<file path="src/rtl/fetch_pkg.sv">
// Shared types and constants for the instruction-fetch stage.
// Holds the fetch FSM encoding and PC constants.
package fetch_pkg;

   typedef enum logic [1:0] {
      IDLE = 2'd0,
      REQ  = 2'd1,
      OUT  = 2'd2,
      DROP = 2'd3
   } fetch_state_e;

   localparam logic [31:0] RESET_PC_DEF = 32'h0040_0000;
   localparam logic [31:0] NOP_WORD_DEF = 32'h0000_0000;
   localparam logic [31:0] PC_STEP      = 32'd4;

   function automatic logic [31:0] word_align(input logic [31:0] a);
      return {a[31:2], 2'b00};
   endfunction

endpackage

</file>
<file path="src/rtl/fetch_pc_reg.sv">
// Fetch program counter: sequential step or redirect load.
// Redirect targets are forced to word alignment on load.
module fetch_pc_reg
   import fetch_pkg::*;
#(
   parameter logic [31:0] RESET_PC = RESET_PC_DEF
) (
   input  logic        clk_i,
   input  logic        rst_ni,
   input  logic        load_i,
   input  logic        sel_redirect_i,
   input  logic [31:0] redirect_pc_i,
   output logic [31:0] pc_o
);

   logic [31:0] pc_q;
   logic [31:0] pc_d;

   // choose the next PC: hold, step by one word, or redirect
   always_comb begin
      pc_d = pc_q;
      if (load_i) begin
         if (sel_redirect_i) pc_d = word_align(redirect_pc_i);
         else                pc_d = pc_q + PC_STEP;
      end
   end

   // PC register with synchronous active-low reset
   always_ff @(posedge clk_i) begin
      if (!rst_ni) pc_q <= RESET_PC;
      else         pc_q <= pc_d;
   end

   assign pc_o = pc_q;

endmodule

</file>
<file path="src/rtl/fetch_unit.sv">
// Instruction-fetch stage: PC, imem req/ack handshake and
// instruction register presented to decode with valid/ready.
module fetch_unit
   import fetch_pkg::*;
#(
   parameter logic [31:0] RESET_PC = RESET_PC_DEF,
   parameter logic [31:0] NOP_WORD = NOP_WORD_DEF
) (
   input  logic        clk,
   input  logic        rst,
   input  logic        redirect_valid,
   input  logic [31:0] redirect_pc,
   output logic        imem_req,
   output logic [31:0] imem_addr,
   input  logic        imem_ack,
   input  logic [31:0] imem_rdata,
   output logic        inst_valid,
   input  logic        inst_ready,
   output logic [31:0] inst_out,
   output logic [31:0] inst_pc,
   output logic [31:0] pc_out,
   output logic        misalign_err
);

   fetch_state_e state_q, state_d;
   logic [31:0]  drop_addr_q;
   logic [31:0]  inst_q;
   logic [31:0]  ipc_q;
   logic         err_q;
   logic [31:0]  pc;
   logic         capture;
   logic         pc_load;

   // a returned word is kept only if no redirect arrives with it
   assign capture = (state_q == REQ) && imem_ack && !redirect_valid;
   assign pc_load = redirect_valid || capture;

   fetch_pc_reg #(
      .RESET_PC (RESET_PC)
   ) u_pc (
      .clk_i          (clk),
      .rst_ni         (rst),
      .load_i         (pc_load),
      .sel_redirect_i (redirect_valid),
      .redirect_pc_i  (redirect_pc),
      .pc_o           (pc)
   );

   // state register
   always_ff @(posedge clk) begin
      if (!rst) state_q <= IDLE;
      else      state_q <= state_d;
   end

   // next-state logic; redirect takes priority over normal flow
   always_comb begin
      state_d = state_q;
      case (state_q)
         IDLE: state_d = REQ;
         REQ: begin
            if (imem_ack)            state_d = redirect_valid ? REQ : OUT;
            else if (redirect_valid) state_d = DROP;
         end
         OUT: begin
            if (redirect_valid || inst_ready) state_d = REQ;
         end
         DROP: begin
            if (imem_ack) state_d = REQ;
         end
         default: state_d = IDLE;
      endcase
   end

   // outputs decoded from state; a dropped request keeps its old address
   always_comb begin
      imem_req   = (state_q == REQ) || (state_q == DROP);
      imem_addr  = (state_q == DROP) ? drop_addr_q : pc;
      inst_valid = (state_q == OUT);
      inst_out   = inst_valid ? inst_q : NOP_WORD;
   end

   // abandoned address, instruction register and sticky misalign flag
   always_ff @(posedge clk) begin
      if (!rst) begin
         drop_addr_q <= '0;
         inst_q      <= NOP_WORD;
         ipc_q       <= '0;
         err_q       <= 1'b0;
      end else begin
         if (state_q == REQ && !imem_ack && redirect_valid)
            drop_addr_q <= pc;
         if (capture) begin
            inst_q <= imem_rdata;
            ipc_q  <= pc;
         end
         if (redirect_valid && (redirect_pc[1:0] != 2'b00))
            err_q <= 1'b1;
      end
   end

   assign inst_pc      = ipc_q;
   assign pc_out       = pc;
   assign misalign_err = err_q;

endmodule

</file>
<file path="config.mk">
export PLATFORM = sky130hd
export DESIGN_NAME = fetch_unit
export DESIGN_NICKNAME = d
export VERILOG_FILES = /design/src/rtl/fetch_pkg.sv /design/src/rtl/fetch_pc_reg.sv /design/src/rtl/fetch_unit.sv
export SDC_FILE = /design/constraint.sdc
export NUM_CORES = 1
export LEC_CHECK = 0
export BUFFER_PORTS_ARGS = -buffer_cell sky130_fd_sc_hd__buf_2
export CAP_MARGIN = 20
export CORE_ASPECT_RATIO = 1.2
export CORE_MARGIN = 2
export CORE_UTILIZATION = 35
export DETAILED_ROUTE_END_ITERATION = 6
export HOLD_SLACK_MARGIN = 0.03
export SYNTH_ARGS = -nofsm -noshare
export SYNTH_HDL_FRONTEND = slang
export SYNTH_SLANG_ARGS = --single-unit
</file>
<file path="constraint.sdc">
create_clock -name clk -period 3.4 [get_ports clk]
set_clock_uncertainty 0.2 [all_clocks]
set_input_delay 0 -clock clk [delete_from_list [all_inputs] [get_ports clk]]
set_output_delay 0 -clock clk [all_outputs]
set_load 0.05 [all_outputs]
</file>
==> metrics.md, run 1 <==
| Metric | Value |
|---|---|
| Status | completed |
| Iter 0 DRT Violations | 256 |
| Worst Path Arrival | 3.04 ns |
| Largest net degree at the start of global routing | 63 |
| Die extent in x | 122.8 um |
| Setup TNS | 0 ns |
| WHS Path Cells | 3 |
| Netlist cell types | 46 |
| Die Footprint | 18010 um^2 |
| GR peak layer | met2 |
| GR Overflow Total | 0 |
| Final worst slack | 0.5103 ns |
| Vias | 5763 |
| Worst min-delay path category | in -> reg |
| DRT Pass-1 Iters | 5 |
| Synth Warn # | 0 |
| Most frequent cells in the layout | nand2_1, buf_2, dfxtp_1 |
| R2R Path End | u_pc.pc_o[22]$_SDFFE_PN1P_ |
| Pins Over Slew Limit | 0 |
| Worst skew pair latency | 0.41 ns |
| Vert. Die Dim | 146.6 um |
| CP cell instances | and4b_1 > nand4_4 > or4_1 > a31oi_1 > dlygate4sd3_1 |
| Final GP Congestion | 0.7907 |
| Worst slew pin tran | 0.6795 ns |
| Pre-CTS setup slack | 1.007 ns |
| Register-to-register setup slack | 0.51 ns |
| Post-CTS resize count | 0 |
| Max Clk Rate | 0.3461 GHz |
| GR Util met2 | 0.3307 |
| Worst r2r src | state_q[0]$_SDFFE_PN0P_ |
| IO buf count | 193 |
| Global-route wire length before repair | 28030 um |
| Share of the clock period used by the worst path | 0.8499 |
| Post-Synthesis Cells | 720 |
| Synth Register Bits | 125 |
| Crit path time final | 2.890 ns |
| Worst reg2reg path depth | 5 |
| Per-cell routed wire length | 14.88 um |
| Hold path startpoint | redirect_valid |
| Slowest-stage cell, CP | or4_1 |
| Net count, final | 1043 |
| H-tree depth | 4 |
| Commonest non-fill, non-tap cell in the layout | nand2_1 |
| Final setup viols | 0 |
| Routed vias/inst | 4.803 |
| CP Class | reg -> reg |
| Antenna violations before repair | 0 |
| Vias in the first global route | 5408 |
| GRT met3 Usage | 0.03945 |
| Overall routed net length | 17860 um |
| Rel. slew slack | 0.5470 |
| Root Driver | clkbuf_16 |
| Leakage power | 3.552 nW |
| Sequential share of the synthesized area | 0.4219 |
| Syn Std Cell Area | 5931 um^2 |
| Number of clock sinks | 125 |
| CTS tree | done |
| Post-detail-place hpwl | 12000 um |
| Crit. End Element | flip-flop |
| Initial Util | 0.3547 |
| Crit path largest cell delay | 0.57 ns |
| DRC Markers | 0 |
| Cts bufs inserted | 17 |
| Row count | 52 |
| Fin. Hold Viols | 0 |
| Power Density | 448.6 nW/um^2 |
| Worst setup SP type | flip-flop |
| Worst Path Required | 3.55 ns |
| Area grow syn2layout | 41.48% |
| I/O Pins | 200 |
| Total power | 3.764 mW |
| RSZ-0062 raised after global routing | no |
| Avg Cell Area, Syn | 8.237 um^2 |
| Post-route ant nets | 0 |
| Worst-path clk slew | 0.05 ns |
| Met1 Resource Use GR | 0.2510 |
| Clock Path Buffers | 2 |
| Tot GR Track Use | 0.2002 |
| Max_cap viols | 0 |
| Core ar. | 16720 um^2 |
| Layout cell share with drive strength beyond 1 | 0.2686 |
| Hold worst-path end | u_pc.pc_o[11]$_SDFFE_PN0P_ |
| Max VDD drop | 0.0003220 V |
| Crit path max fanout | 19 |
-- metal layers --
metal / routed length, um / vias to the layer above
li1: - / 2943
met1: 7944 / 2644
met2: 8710 / 162
met3: 936 / 14
met4: 264 / 0
met5: 0 / -
-- flip-flops by register name, indices dropped and copies added (netlist names) --
name and count:
misalign_err 1, state_q 2, u_pc.pc_o 30, inst_pc 30, drop_addr_q 30, inst_q 32
-- worst max-delay path: cells and delay by family (launching register included) --
kind | cells | cell delay [ns]
AOI/OAI and AO/OA | 1 | 0.15
buffers and inverters | 1 | 0.56
DFF | 1 | 0.52
and+or+nand+nor | 3 | 1.38
-- repair_timing --
action,CTS,global route
hold endpoints to repair,90,0
hold buffers,92,0
buffers inserted,0,0
-- per-stage QoR --
stage | cells | hold WS [ns] | utilization | instance area, um^2
finish | 1200 | 0.04895 | 0.5018 | 8391
CTS | 1199 | 0.03446 | 0.5016 | 8388
global placement | 1078 | 0.03341 | 0.4176 | 6983
floorplan | 725 | -0.06215 | - | 5949
detailed placement | 1078 | 0.04498 | 0.4176 | 6983
global route | 1199 | 0.07042 | 0.5016 | 8388
-- Yosys cell counts, drive strengths merged --
library cell,count,area (um^2)
mux2i,1,10.01
o311a,5,50.05
o211ai,2,15.01
buf,18,118.9
a21boi,94,705.7
xnor2,2,17.52
dfxtp,125,2502
or3,8,50.05
nand2b,8,50.05
a31oi,14,87.58
nand3,11,67.57
ha,1,12.51
conb,1,3.750
nor3,8,40.04
and3,5,32.53
nor3b,1,7.510
or4,9,67.56
inv,5,18.77
mux2,30,337.8
nand4b,2,17.52
a211oi,1,7.510
nand3b,2,15.01
nand4,9,77.57
o211a,3,30.03
o21ai,29,145.1
o31ai,6,45.04
nor2b,5,31.28
and2,35,219.0
nor2,6,22.52
and4,4,36.29
and4b,1,10.01
clkbuf,50,188.9
o21a,6,45.04
and3b,1,8.760
a21oi,6,30.03
xor2,6,52.55
nand2,199,747.0
nor4,1,6.260
-- cells by family after synthesis --
group / share of synthesized area
xor+xnor: 0.01181
simple gates: 0.2540
buf+inv: 0.05506
compound gates: 0.1958
fa+ha+maj: 0.002109
other cells: 0.0006323
mux: 0.05865
flops: 0.4219
-- report_power, final --
group | total [mW] | switching, mW | internal (mW)
Combinational | 0.638 | 0.405 | 0.233
Sequential | 1.59 | 0.0729 | 1.52
Clock | 1.53 | 0.600 | 0.933
-- area by class of cell --
type / count / area (um^2)
multi-input cells: 527 / 3133
diodes: 1 / 2.502
clock inverters: 3 / 15.01
clock buffers: 26 / 469.2
inverters: 5 / 18.77
fillers: 1623 / 8330
well taps: 216 / 270.3
repair buffers: 297 / 1979
flip-flops and latches: 125 / 2502
-- worst max-delay path by stage --
stage / startpoint / to / cells after the start
6_report: state_q[0]$_SDFFE_PN0P_ / u_pc.pc_o[22]$_SDFFE_PN1P_ / 5
3_5_place_dp: state_q[0]$_SDFFE_PN0P_ / u_pc.pc_o[25]$_SDFFE_PN0P_ / 4
3_3_place_gp: state_q[0]$_SDFFE_PN0P_ / u_pc.pc_o[21]$_SDFFE_PN0P_ / 4
2_1_floorplan: u_pc.pc_o[6]$_SDFFE_PN0P_ / u_pc.pc_o[31]$_SDFFE_PN0P_ / 5
4_1_cts: state_q[0]$_SDFFE_PN0P_ / u_pc.pc_o[22]$_SDFFE_PN1P_ / 5
5_1_grt: state_q[0]$_SDFFE_PN0P_ / u_pc.pc_o[22]$_SDFFE_PN1P_ / 5
(Power assumes the default switching activity.)
==> inputs of run 2 (changes only) <==
clock period = 3 ns   (was 3.4 ns; I/O delays follow)
==> metrics.md, run 2 (synthesized netlist as in run 1, its figures left out) <==
| Metric | Value |
|---|---|
| Cts bufs inserted | 17 (unchanged) |
| Status | completed (unchanged) |
| Worst-path clk slew | 0.06 ns (was 0.05 ns) |
| Worst min-delay path category | in -> reg (unchanged) |
| Row count | 52 (unchanged) |
| Pins Over Slew Limit | 0 (unchanged) |
| Commonest non-fill, non-tap cell in the layout | nand2_1 (unchanged) |
| Largest register FFs | 32 (unchanged) |
| Overall routed net length | 18290 um (was 17860 um) |
| Core ar. | 16720 um^2 (unchanged) |
| Final GP Congestion | 0.8648 (was 0.7907) |
| Post-detail-place hpwl | 11710 um (was 12000 um) |
| Share of the clock period used by the worst path | 0.9440 (was 0.8499) |
| Final setup viols | 0 (unchanged) |
| Routed vias/inst | 4.846 (was 4.803) |
| Root Driver | clkbuf_16 (unchanged) |
| Setup TNS | 0 ns (unchanged) |
| Max VDD drop | 0.0003249 V (was 0.0003220 V) |
| Fin. Hold Viols | 0 (unchanged) |
| Worst Path Arrival | 2.92 ns (was 3.04 ns) |
| Most frequent cells in the layout | nand2_1, buf_2, dfxtp_1 (unchanged) |
| I/O Pins | 200 (unchanged) |
| Die extent in x | 122.8 um (unchanged) |
| Worst Path Required | 3.09 ns (was 3.55 ns) |
| Vert. Die Dim | 146.6 um (unchanged) |
| Per-cell routed wire length | 15.11 um (was 14.88 um) |
| Worst skew pair latency | 0.42 ns (was 0.41 ns) |
| CTS tree | done (unchanged) |
| Crit. End Element | flip-flop (unchanged) |
| Post-route ant nets | 0 (unchanged) |
| Worst slew pin tran | 0.5670 ns (was 0.6795 ns) |
| Cell Count, Final, Fillers Out | 1211 (was 1200) |
| Vias | 5869 (was 5763) |
| Rel. slew slack | 0.6220 (was 0.5470) |
| H-tree depth | 4 (unchanged) |
| Iter 0 DRT Violations | 374 (was 256) |
| Dpl cells | 1077 (was 1078) |
| IO buf count | 193 (unchanged) |
| Largest net degree at the start of global routing | 53 (was 63) |
| Leakage power | 3.674 nW (was 3.552 nW) |
| Power Density | 526.2 nW/um^2 (was 448.6 nW/um^2) |
| Net count, final | 1052 (was 1043) |
| Vias in the first global route | 5550 (was 5408) |
| CP Class | reg -> reg (unchanged) |
| Crit path max fanout | 16 (was 19) |
| Number of clock sinks | 125 (unchanged) |
| Number of diodes | 0 (was 1) |
| Fin util | 0.5138 (was 0.5018) |
| DRC Markers | 0 (unchanged) |
| Crit path time final | 2.832 ns (was 2.890 ns) |
| RSZ-0062 raised after global routing | no (unchanged) |
| Max_cap viols | 0 (unchanged) |
| Die Footprint | 18010 um^2 (unchanged) |
| Tot GR Track Use | 0.2022 (was 0.2002) |
| Largest Register | inst_q (unchanged) |
| Max Clk Rate | 0.3531 GHz (was 0.3461 GHz) |
| Global-route wire length before repair | 28610 um (was 28030 um) |
| DRT Pass-1 Iters | 4 (was 5) |
| Clock Path Buffers | 2 (unchanged) |
| Area grow syn2layout | 44.87% (was 41.48%) |
| Layout cell share with drive strength beyond 1 | 0.2704 (was 0.2686) |
| Worst setup SP type | flip-flop (unchanged) |
| Initial Util | 0.3547 (unchanged) |
| GR Overflow Total | 0 (unchanged) |
| Antenna violations before repair | 0 (unchanged) |
[run 2: repair_timing]
| item | 4_1_cts | 5_1_grt |
|---|---|---|
| setup buffers | 0 | 0 |
| hold buffers | 102 | 0 |
| gates resized for setup | 0 | 1 |
| hold endpoints to repair | 80 | 0 |
| setup endpoints to repair | 0 | 2 |
[run 2: stage by stage]
stage | power, mW | worst slack, ns | instance area (um^2) | hold WS [ns]
after floorplan | 2.289 | 0.6900 | 5949 | -0.06215
after global placement | 2.468 | 0.6994 | 7000 | 0.02629
after global routing | 4.701 | 0.01445 | 8592 | 0.1619
after CTS | 4.567 | 0.08414 | 8583 | 0.1320
final | 4.522 | 0.1681 | 8592 | 0.1476
after detailed placement | 2.472 | 0.6231 | 7000 | 0.03228
[run 2: layout make-up]
type                    instances  area [um^2]
clock buffers                  24        471.7
clock inverters                 8        90.09
fillers                      1589         8129
inverters                       5        18.77
multi-input cells             527         3142
flip-flops and latches        125         2502
well taps                     216        270.3
repair buffers                306         2097
[run 2: critical path: stages (launching register included)]
cell,delay (ns)
dfxtp_1,0.52
and4b_1,0.54
nand4_4,0.30
o21a_1,0.26
o311a_1,0.33
dlygate4sd3_1,0.57
[run 2: final timing paths]
check                                              from                    endpoint  slack [ns]  depth (start not counted)
worst min register to register  inst_q[27]$_SDFFE_PN0P_     inst_q[27]$_SDFFE_PN0P_        0.25                          2
worst min-delay path                     redirect_pc[2]   u_pc.pc_o[2]$_SDFFE_PN0P_        0.15                          3
worst max register to register  state_q[0]$_SDFFE_PN0P_  u_pc.pc_o[27]$_SDFFE_PN0P_        0.17                          5
worst max-delay path            state_q[0]$_SDFFE_PN0P_  u_pc.pc_o[27]$_SDFFE_PN0P_        0.17                          5
[run 2: power breakdown]
| group | switching, mW | total, mW | leakage, nW | internal [mW] |
|---|---|---|---|---|
| Sequential | 0.0809 | 1.80 | 1.02 | 1.72 |
| Clock | 0.722 | 1.98 | 0.282 | 1.26 |
| Combinational | 0.467 | 0.739 | 2.37 | 0.272 |
| Total | 1.27 | 4.52 | 3.67 | 3.25 |
[run 2: routing by layer]
metal,part of all wire,global-route usage,vias up
li1,-,-,2962
met1,0.45,0.2542,2711
met2,0.48,0.3417,172
met3,0.054,0.04258,24
met4,0.017,0.06437,0
met5,0,0,-
==> inputs of run 3 (changes only) <==
SYNTH_HIERARCHICAL = 1   (was default)
==> metrics.md, run 3 <==
| Metric | Value |
|---|---|
| I/O Pins | 200 (unchanged) |
| Commonest cells in the netlist | nand2_1, dfxtp_1, nand3_1, o21ai_0, and2_1 (was nand2_1, dfxtp_1, a21boi_0, clkbuf_1, and2_1) |
| Worst min-delay path category | in -> reg (unchanged) |
| Routed wl met3 | 1052 um (was 986 um) |
| Worst slew pin tran | 0.8252 ns (was 0.5670 ns) |
| FFs w/ async S/R, synth | 0 (unchanged) |
| Routed vias/inst | 5.034 (was 4.846) |
| Setup bufs post-CTS | 0 (unchanged) |
| RSZ-0062 raised after global routing | no (unchanged) |
| Largest net degree at the start of global routing | 167 (was 53) |
| Largest cells by area after synthesis | dfxtp_1, nand2_1, nand3_1, o21ai_0, mux2_2 (was dfxtp_1, nand2_1, a21boi_0, mux2_2, and2_1) |
| DRT Pass-1 Iters | 5 (was 4) |
| Fin. Hold Viols | 0 (unchanged) |
| Commonest non-fill, non-tap cell in the layout | buf_2 (was nand2_1) |
| CTS tree | done (unchanged) |
| Worst Path Required | 3.16 ns (was 3.09 ns) |
| Worst-path clk slew | 0.06 ns (about the same) |
| Crit path largest cell delay | 0.56 ns (was 0.57 ns) |
| Leakage power | 3.689 nW (was 3.674 nW) |
| Vias in the first global route | 5650 (was 5550) |
| # fillers | 1716 (was 1589) |
| Hold path startpoint | redirect_valid (was redirect_pc[2]) |
| Rel. slew slack | 0.4492 (was 0.6220) |
| Hold worst-path end | u_pc/pc_o[6]$_SDFFE_PN0P_ (was u_pc.pc_o[2]$_SDFFE_PN0P_) |
| Register-to-register setup slack | 0.16 ns (was 0.17 ns) |
| Total power | 4.690 mW (was 4.522 mW) |
| Root Driver | clkbuf_16 (unchanged) |
| Die extent in x | 125.2 um (was 122.8 um) |
| CP cell instances | nand3_1 > nor4_4 > nand3_1 > or4_1 > nand3_1 > dlygate4sd3_1 (was and4b_1 > nand4_4 > o21a_1 > o311a_1 > dlygate4sd3_1) |
| Sequential share of the synthesized area | 0.4183 (was 0.4219) |
| Worst reg2reg path depth | 6 (was 5) |
| Vert. Die Dim | 149.5 um (was 146.6 um) |
| Final GP Congestion | 0.8268 (was 0.8648) |
| Global-route wire length before repair | 30080 um (was 28610 um) |
| Overall routed net length | 19070 um (was 18290 um) |
| Initial Util | 0.3553 (was 0.3547) |
| Tot GR Track Use | 0.2007 (was 0.2022) |
| Most frequent CP cell | nand3_1 |
| Worst Path Buf+Inv | 1 (unchanged) |
| Crit path time final | 2.844 ns (was 2.832 ns) |
| Worst Setup SP | u_pc/pc_o[6]$_SDFFE_PN0P_ (was state_q[0]$_SDFFE_PN0P_) |
| Crit path max fanout | 10 (was 16) |
| WP depth | 6 (was 5) |
| Antenna violations before repair | 0 (unchanged) |
| CP Class | reg -> reg (unchanged) |
| Row count | 53 (was 52) |
| Most frequent cells in the layout | buf_2, nand2_1, dfxtp_1 (was nand2_1, buf_2, dfxtp_1) |
| Syn Std Cell Area | 6173 um^2 (was 5931 um^2) |
| Crit. End Element | flip-flop (unchanged) |
| Pins Over Slew Limit | 0 (unchanged) |
| Area grow syn2layout | 39.89% (was 44.87%) |
| Vias | 6257 (was 5869) |
| Layout cell share with drive strength beyond 1 | 0.2854 (was 0.2704) |
| Final setup viols | 0 (unchanged) |
| Cts bufs inserted | 17 (unchanged) |
| Max Clk Rate | 0.3516 GHz (was 0.3531 GHz) |
| EDFF count, synth | 0 (unchanged) |
| Status | completed (unchanged) |
| Worst r2r src | u_pc/pc_o[6]$_SDFFE_PN0P_ (was state_q[0]$_SDFFE_PN0P_) |
| Clock Path Buffers | 2 (unchanged) |
| Post-synth top area cell | dfxtp_1 (unchanged) |
| WHS Path Cells | 4 (was 3) |
| Per-cell routed wire length | 15.34 um (was 15.11 um) |
| Slowest-stage cell, CP | or4_1 (was dlygate4sd3_1) |
| Synth Flop Type | dfxtp_1 (unchanged) |
| Top cell type's share of synthesized area | 0.4183 (was 0.4219) |
| DRC Markers | 0 (unchanged) |
| Uppermost layer routed | met4 (unchanged) |
| Max VDD drop | 0.0003450 V (was 0.0003249 V) |
| Met2 wire len | 8857 um (was 8794 um) |
| Max_cap viols | 0 (unchanged) |
| Post-Synthesis Cells | 767 (was 720) |
| Worst skew pair latency | 0.41 ns (was 0.42 ns) |
| H-tree depth | 4 (unchanged) |
| Setup TNS | 0 ns (unchanged) |
| Delay-heaviest family, CP | simple AND/OR/NAND/NOR gates (unchanged) |
| Iter 0 DRT Violations | 357 (was 374) |
| Synth Warn # | 6 (was 0) |
| Share of the clock period used by the worst path | 0.9479 (was 0.9440) |
| R2R Path End | u_pc/pc_o[25]$_SDFFE_PN0P_ (was u_pc.pc_o[27]$_SDFFE_PN0P_) |
| Synth Register Bits | 129 (was 125) |
| Core ar. | 17370 um^2 (was 16720 um^2) |
| GR Overflow Total | 0 (unchanged) |
| Die Footprint | 18720 um^2 (was 18010 um^2) |
| Worst setup SP type | flip-flop (unchanged) |
| Most common cell in the synthesized netlist | nand2_1 (unchanged) |
| M1 WL | 8951 um (was 8203 um) |
| Post-detail-place hpwl | 12610 um (was 11710 um) |
| Avg Cell Area, Syn | 8.049 um^2 (was 8.237 um^2) |
| Worst Path Arrival | 3.00 ns (was 2.92 ns) |
| Number of clock sinks | 129 (was 125) |
| Post-route ant nets | 0 (unchanged) |
| Net count, final | 1081 (was 1052) |
| IO buf count | 197 (was 193) |
| Number of diodes | 0 (unchanged) |
| Netlist cell types | 62 (was 46) |
| Power Density | 543.1 nW/um^2 (was 526.2 nW/um^2) |
[run 3: timing repair]
action / 4_1_cts / 5_1_grt
resized for setup: 0 / 2
hold endpoints to repair: 70 / 0
setup endpoints to repair: 0 / 1
hold buffers: 77 / 0
[run 3: stage by stage]
stage          hold WS, ns  instance area [um^2]  cells  setup WS [ns]    util
2_1_floorplan     -0.06962                  6177    768         0.3395       -
3_3_place_gp       0.01484                  7278   1135         0.7324  0.4189
3_5_place_dp       0.02150                  7278   1135         0.6567  0.4189
4_1_cts            0.05626                  8633   1243        0.07617  0.4969
5_1_grt             0.1260                  8636   1243       0.006287  0.4970
6_report           0.05008                  8636   1243         0.1562  0.4970
[run 3: tightest hold or removal path: cells and delay by family]
kind / cells / cell delay [ns]
compound gates: 2 / 0.28
buf+inv: 1 / 0.26
simple gates: 1 / 0.08
[run 3: how the worst max path moves through the flow]
| stage | to | slack (ns) |
|---|---|---|
| final | u_pc/pc_o[25]$_SDFFE_PN0P_ | 0.16 |
| after global routing | u_pc/pc_o[25]$_SDFFE_PN0P_ | 0.006 |
| after CTS | u_pc/pc_o[24]$_SDFFE_PN0P_ | 0.08 |
| after detailed placement | u_pc/pc_o[24]$_SDFFE_PN0P_ | 0.66 |
| after global placement | u_pc/pc_o[24]$_SDFFE_PN0P_ | 0.73 |
| after floorplan | u_pc/pc_o[24]$_SDFFE_PN0P_ | 0.34 |
[run 3: cells by family (layout without fill, tap and decap cells)]
group | Yosys count | in the layout | share of synthesized area
buf+inv | 75 | 330 | 0.05634
other cells | 1 | 2 | 0.0006074
compound gates | 186 | 186 | 0.1901
flops | 129 | 129 | 0.4183
simple gates | 340 | 340 | 0.2694
mux | 35 | 35 | 0.06324
fa+ha+maj | 1 | 1 | 0.002026
[run 3: power by group]
| group | leakage (nW) | internal [mW] | switching, mW | total, mW |
|---|---|---|---|---|
| Clock | 0.290 | 1.33 | 0.729 | 2.05 |
| Combinational | 2.35 | 0.263 | 0.509 | 0.772 |
| Sequential | 1.05 | 1.78 | 0.0865 | 1.86 |
[run 3: layer usage]
metal  vias up  GRT usage
li1       3173          -
met1      2864     0.2757
met2       200     0.3158
met3        20    0.04970
met4         0    0.05444
met5         -          0
[run 3: area by class of cell]
class / count / area [um^2] / share of cell area
Multi-Input combinational cell: 564 / 3253 / 0.3767
Sequential cell: 129 / 2585 / 0.2993
Timing Repair Buffer: 290 / 1904 / 0.2205
Clock buffer: 26 / 509.2 / 0.05897
Tap cell: 220 / 275.3 / 0.03187
Clock inverter: 5 / 75.07 / 0.008693
Inverter: 9 / 33.78 / 0.003912
